**src/rtl/uart_tx_port.sv**
```systemverilog
// uart_tx_port: byte FIFO fed from the matrix tx bus, drained by an 8N1/8N2 serializer.
// The serial line is driven from a flop so the pin never glitches on state decode.
module uart_tx_port #(
    parameter int unsigned depth = 16,
    parameter int unsigned div   = 1,
    parameter int unsigned stop  = 1
) (
    input  logic                     clk,
    input  logic                     reset,
    input  logic [7:0]               in,
    input  logic                     cke,
    output logic                     out,
    output logic                     busy,
    output logic                     empty,
    output logic                     full,
    output logic [$clog2(depth):0]   count,
    output logic                     ovf
);

    localparam int unsigned PtrW   = $clog2(depth);
    localparam int unsigned CountW = PtrW + 1;
    localparam int unsigned BaudW  = (div > 1) ? $clog2(div) : 1;

    localparam logic [BaudW-1:0]  BaudMax   = BaudW'(div - 1);
    localparam logic [CountW-1:0] CountFull = CountW'(depth);

    typedef enum logic [1:0] {
        StIdle,
        StStart,
        StData,
        StStop
    } state_e;

    // FIFO state
    logic [7:0]        mem_q [depth];
    logic [PtrW-1:0]   wr_ptr_q, wr_ptr_d;
    logic [PtrW-1:0]   rd_ptr_q, rd_ptr_d;
    logic [CountW-1:0] count_q, count_d;
    logic              empty_q, empty_d;
    logic              full_q, full_d;
    logic              ovf_q, ovf_d;
    logic              wr_en;
    logic              pop;

    // Serializer state
    state_e            state_q, state_d;
    logic [BaudW-1:0]  baud_q, baud_d;
    logic [2:0]        bit_q, bit_d;
    logic              stop2_q, stop2_d;  // currently in the second stop bit
    logic [7:0]        shift_q, shift_d;
    logic              out_q, out_d;
    logic              bit_end;

    // A write is accepted only when the FIFO was not full before the edge, even if a pop
    // frees a slot on the same edge.
    assign wr_en   = cke && !full_q;
    assign bit_end = (baud_q == '0);

    // Byte storage; no reset needed since the pointers/count qualify every entry.
    always_ff @(posedge clk) begin
        if (!reset && wr_en) begin
            mem_q[wr_ptr_q] <= in;
        end
    end

    // Serializer next state; a pop always restarts a frame with a fresh start bit.
    always_comb begin
        state_d = state_q;
        baud_d  = baud_q;
        bit_d   = bit_q;
        stop2_d = stop2_q;
        shift_d = shift_q;
        pop     = 1'b0;

        unique case (state_q)
            StIdle: begin
                if (!empty_q) begin
                    pop = 1'b1;
                end
            end
            StStart: begin
                if (bit_end) begin
                    state_d = StData;
                    baud_d  = BaudMax;
                    bit_d   = 3'd0;
                end else begin
                    baud_d = baud_q - 1'b1;
                end
            end
            StData: begin
                if (bit_end) begin
                    baud_d = BaudMax;
                    if (bit_q == 3'd7) begin
                        state_d = StStop;
                        stop2_d = 1'b0;
                    end else begin
                        bit_d = bit_q + 3'd1;
                    end
                end else begin
                    baud_d = baud_q - 1'b1;
                end
            end
            StStop: begin
                if (bit_end) begin
                    if (stop == 2 && !stop2_q) begin
                        stop2_d = 1'b1;
                        baud_d  = BaudMax;
                    end else if (!empty_q) begin
                        pop = 1'b1;
                    end else begin
                        state_d = StIdle;
                    end
                end else begin
                    baud_d = baud_q - 1'b1;
                end
            end
            default: begin
                state_d = StIdle;
            end
        endcase

        if (pop) begin
            state_d = StStart;
            baud_d  = BaudMax;
            shift_d = mem_q[rd_ptr_q];
        end
    end

    // Line level for the state being entered, registered below.
    always_comb begin
        out_d = 1'b1;
        unique case (state_d)
            StStart: out_d = 1'b0;
            StData:  out_d = shift_d[bit_d];
            default: out_d = 1'b1;
        endcase
    end

    // FIFO bookkeeping: pointers, occupancy and flags computed from the next count.
    always_comb begin
        wr_ptr_d = wr_ptr_q;
        rd_ptr_d = rd_ptr_q;
        count_d  = count_q;
        ovf_d    = ovf_q | (cke & full_q);

        if (wr_en) begin
            wr_ptr_d = wr_ptr_q + 1'b1;
        end
        if (pop) begin
            rd_ptr_d = rd_ptr_q + 1'b1;
        end

        unique case ({wr_en, pop})
            2'b10:   count_d = count_q + 1'b1;
            2'b01:   count_d = count_q - 1'b1;
            default: count_d = count_q;
        endcase

        empty_d = (count_d == '0);
        full_d  = (count_d == CountFull);
    end

    // State registers with synchronous reset; reset flushes the FIFO and aborts any frame.
    always_ff @(posedge clk) begin
        if (reset) begin
            wr_ptr_q <= '0;
            rd_ptr_q <= '0;
            count_q  <= '0;
            empty_q  <= 1'b1;
            full_q   <= 1'b0;
            ovf_q    <= 1'b0;
            state_q  <= StIdle;
            baud_q   <= '0;
            bit_q    <= 3'd0;
            stop2_q  <= 1'b0;
            shift_q  <= 8'h00;
            out_q    <= 1'b1;
        end else begin
            wr_ptr_q <= wr_ptr_d;
            rd_ptr_q <= rd_ptr_d;
            count_q  <= count_d;
            empty_q  <= empty_d;
            full_q   <= full_d;
            ovf_q    <= ovf_d;
            state_q  <= state_d;
            baud_q   <= baud_d;
            bit_q    <= bit_d;
            stop2_q  <= stop2_d;
            shift_q  <= shift_d;
            out_q    <= out_d;
        end
    end

    assign out   = out_q;
    assign busy  = (state_q != StIdle);
    assign empty = empty_q;
    assign full  = full_q;
    assign count = count_q;
    assign ovf   = ovf_q;

endmodule

```
**config.mk**
```make
export PLATFORM = sky130hd
export DESIGN_NAME = uart_tx_port
export DESIGN_NICKNAME = d
export VERILOG_FILES = /design/src/rtl/uart_tx_port.sv
export SDC_FILE = /design/constraint.sdc
export NUM_CORES = 1
export LEC_CHECK = 0
export BUFFER_PORTS_ARGS = -buffer_cell sky130_fd_sc_hd__buf_4
export CAP_MARGIN = 20
export CORE_MARGIN = 2
export CORE_UTILIZATION = 61
export DETAILED_ROUTE_END_ITERATION = 16
export PLACE_DENSITY = 0.78
export SLEW_MARGIN = 20
export SYNTH_ARGS = -nofsm -noshare
export SYNTH_HDL_FRONTEND = slang
export SYNTH_SLANG_ARGS = --single-unit
```
**constraint.sdc**
```tcl
create_clock -name clk -period 4.5 [get_ports clk]
set_input_delay 0.225 -clock clk [delete_from_list [all_inputs] [get_ports clk]]
set_output_delay 0.225 -clock clk [all_outputs]
set_load 0.03 [all_outputs]
```
==> run_results.csv <==
group,metric,value,unit
global_routing,grt_max_degree,34,
synth,synth.area.top_cells,"edfxtp_1 58%, dfxtp_1 10%, mux4_2 8.2%",
synth,netlist_instances,431,
sta,finClkSkew,0.006276,ns
worst_hold_path,min-delay-start,"in[5]",
die,io_pins,21,
synth,yosysUniqueCellTypes,45,
detailed_routing,drcViolationCount,0,
synth,async_flop_share,0,%
run_status,status,"completed",
clock_tree,cts.repair.resized,0,
detailed_routing,wl_met2,6.144,mm
worst_setup_path,r2r_slack,0.96,ns
global_routing,grtUsageTotal,23.96,%
place,gp_congestion,0.7890,
worst_setup_path,r2r-start,"state_q[0]$_SDFF_PP0_",
global_routing,grt_pass1_wl,19.78,mm
worst_setup_path,endpoint_kind,"register",
sta,min_period,3.539,ns
final_layout,nNetsFinal,479,
detailed_routing,drtAntennaViolNets,0,
die,fp.dieH,107.9,microns
sta,fin_setup_tns,0,ns
worst_setup_path,path_buf_inv,2,
clock_tree,cts_tree,"built",
worst_hold_path,hold_end,"mem_q[1][5]$_DFFE_PP_",
detailed_routing,wl_met1,5.467,mm
worst_setup_path,crit_path_cell_trace,"inv_1 -> ha_1 -> or3_1 -> inv_1 -> ha_1 -> xor2_1 -> ha_1 -> nor2b_1 -> a21oi_1 -> o32a_1 -> nor2_1 -> xnor2_1 -> nor2_1 -> a21oi_1",
worst_setup_path,path_max_fanout,15,
worst_setup_path,critPathArrivalTime,4.00,ns
power_and_ir_drop,leakagePower,2.525,nW
place,hpwl,7.775,mm
clock_tree,cts_made_buffers,17,
worst_hold_path,min_path_type,"primary input to register",
die,core_area,0.01042,sq mm
global_routing,grt_pass1_vias,3576,
sta,min_period_over_period,78.64,%
clock_tree,path_clk_slew,0.06,ns
power_and_ir_drop,p_per_area,579.4,mW/mm^2
die,rows,37,
detailed_routing,dr_wl_met3,875,microns
final_layout,multi_input_area,0.001932,sq mm
worst_setup_path,rr_worst_depth,14,
clock_tree,insertion_delay,0.53,ns
detailed_routing,firstDrtPassIters,5,
final_layout,areaGrowthSynthToFinish,14.11,%
final_layout,ff_latch_area,0.004526,sq mm
die,dieArea,0.01165,sq mm
sta,final_max_slew_viol_count,0,
die,chipWidth,107.9,microns
final_layout,fillers,638,
worst_setup_path,path_class,"register to register",
worst_setup_path,cpMaxStageDelayCell,"or3_1",
power_and_ir_drop,ir_worst_vdd,0.3137,mV
sta,max_freq,282.6,MHz
detailed_routing,drt-total-wl,12.77,mm
worst_setup_path,worst_path_dominant_cell_family,"adder cells",
final_layout,antenna_cells,0,
worst_setup_path,startpoint,"state_q[0]$_SDFF_PP0_",
clock_tree,htreeDepth,4,
synth,synth-seq-area-share,68.67,%
clock_tree,clock_sinks,162,
worst_setup_path,cpMostUsedCell,"ha_1",
synth,synth_edf_count,128,
sta,setup_viol,0,
global_routing,antenna_found_initial,0,
synth,yosysTopAreaCell,"edfxtp_1",
detailed_routing,wl_per_cell,21.21,microns
detailed_routing,vias_per_cell,6.169,
synth,synth_ff_type,"edfxtp_1",
synth,netlist_area,0.006589,sq mm
flow_run,cap_violations,0,
clock_tree,clk_path_buf_depth,2,
synth,synth-warning-count,0,
detailed_routing,num_vias,3714,
worst_hold_path,hold_depth,1,
worst_setup_path,crit_required,4.96,ns
sta,slew-limit-headroom,39.33,%
place,io_buffers,20,
synth,synth_nets,456,
synth,post_synth.cell_area_avg,15.29,sq um
worst_setup_path,cp-start-kind,"register",
synth,synth_top_area_share,58.34,%
worst_setup_path,rr_endpoint,"empty$_SDFF_PP1_",
clock_tree,clock_tree.root_cell,"clkbuf_8",
global_routing,grt_overflow,0,
detailed_routing,drt_iter0_markers,335,
detailed_routing,highest_layer,"met4",
sta,rsz0062_at_grt,"false",
sta,final.setup.worst_slack,0.9612,ns
sta,hold_violations,0,
sta,tightest_slew,0.9068,ns
synth,synth-seq-cells,162,
final_layout,drive_gt1_share,18.88,%
place,pre_cts_ws,0.9986,ns
die,initial_core_util,63.26,%
worst_setup_path,max_stage_delay,0.59,ns
## where the power goes
part,internal [mW],leakage (nW),total (mW),switching [mW]
clock,1.01,0.312,1.57,0.562
combinational,0.405,0.782,0.971,0.566
sequential,1.71,1.43,1.81,0.0992
## per-layer routing
layer	vias to the layer above	global-route usage (%)
met5	-	0
met4	0	9.707
met3	26	5.847
met2	162	36.48
met1	1839	33.80
li1	1687	-
## layout by cell type (no fill, tap or decap), types with 6 or more instances in the layout
cell type,instances
nor2b_1,10
edfxtp_1,128
nor2_1,66
a211oi_1,11
mux2i_1,9
bufinv_16,6
mux4_2,24
nor3_1,8
nand2_1,14
a2111oi_0,8
inv_1,10
xor2_1,7
mux2_2,9
dfxtp_1,33
clkbuf_16,16
o22ai_1,6
ha_1,14
buf_4,23
a21oi_1,8
## registers in the layout, indices dropped and copies added (netlist names), 2 cells and up, named ones only
| name | cells |
|---|---|
| bit_q | 3 |
| count | 5 |
| mem_q | 128 |
| rd_ptr_q | 4 |
| shift_q | 8 |
| state_q | 2 |
| wr_ptr_q | 4 |
## synthesized netlist by cell type, types with 4 or more instances
library cell	number
a2111oi_0	8
a211oi_1	11
a21oi_1	8
buf_2	7
clkbuf_1	11
dfxtp_1	34
edfxtp_1	128
ha_1	14
inv_1	10
mux2_1	4
mux2_2	9
mux2i_1	9
mux4_2	24
nand2_1	14
nor2_1	66
nor2b_1	10
nor3_1	8
o21ai_0	4
o22ai_1	6
xnor2_1	5
xor2_1	7
## worst max path at each step
stage | cells past startpoint | slack [ns] | end
after floorplan | 17 | 1.17 | empty$_SDFF_PP1_
after global placement | 14 | 1.18 | empty$_SDFF_PP1_
after detailed placement | 14 | 1.0 | empty$_SDFF_PP1_
after CTS | 14 | 0.97 | empty$_SDFF_PP1_
after global routing | 14 | 0.73 | empty$_SDFF_PP1_
final | 14 | 0.96 | empty$_SDFF_PP1_
## timing repair
action | in CTS | in global routing
hold buffers | 3 | 0
setup buffers | 0 | 0
endpoints found under the hold margin | 15 | 0
## metrics by stage
| stage | utilization [%] | total power, mW | hold WS [ns] | area, sq um | cells |
|---|---|---|---|---|---|
| 2_1_floorplan | - | 2.551 | 0.3239 | 6589 | 431 |
| 3_3_place_gp | 65.65 | 2.764 | 0.4641 | 6838 | 568 |
| 3_5_place_dp | 65.65 | 2.795 | 0.4707 | 6838 | 568 |
| 4_1_cts | 72.18 | 4.361 | 0.003640 | 7518 | 602 |
| 5_1_grt | 72.18 | 4.531 | 0.008333 | 7518 | 602 |
| 6_report | 72.18 | 4.356 | 0.02113 | 7518 | 602 |
## worst register-to-register path, cell delays in order (launching register included)
cell and delay (ns):
dfxtp_1 0.37, inv_1 0.10, ha_1 0.42, or3_1 0.59, inv_1 0.26, ha_1 0.35, xor2_1 0.19, ha_1 0.20
nor2b_1 0.18, a21oi_1 0.09, o32a_1 0.29, nor2_1 0.11, xnor2_1 0.15, nor2_1 0.08, a21oi_1 0.12
## logic make-up after synthesis
kind of cell,count (synthesis),synth area share [%]
adder cells (fa/ha/maj),14,2.659
AO/OA/AOI/OAI,49,5.356
AND/OR/NAND/NOR,116,7.919
XOR/XNOR,12,1.595
flip-flops,162,68.67
buffers and inverters,32,2.013
multiplexers,46,11.79
## cell type report
class,count,share of cell area [%]
clock inverter,14,3.145
tap,136,2.263
clock buffer,17,5.508
multi-input combinational,237,25.69
timing repair buffer,26,2.696
inverter,10,0.4993
sequential,162,60.19
Power figures use the tool's default switching activity.
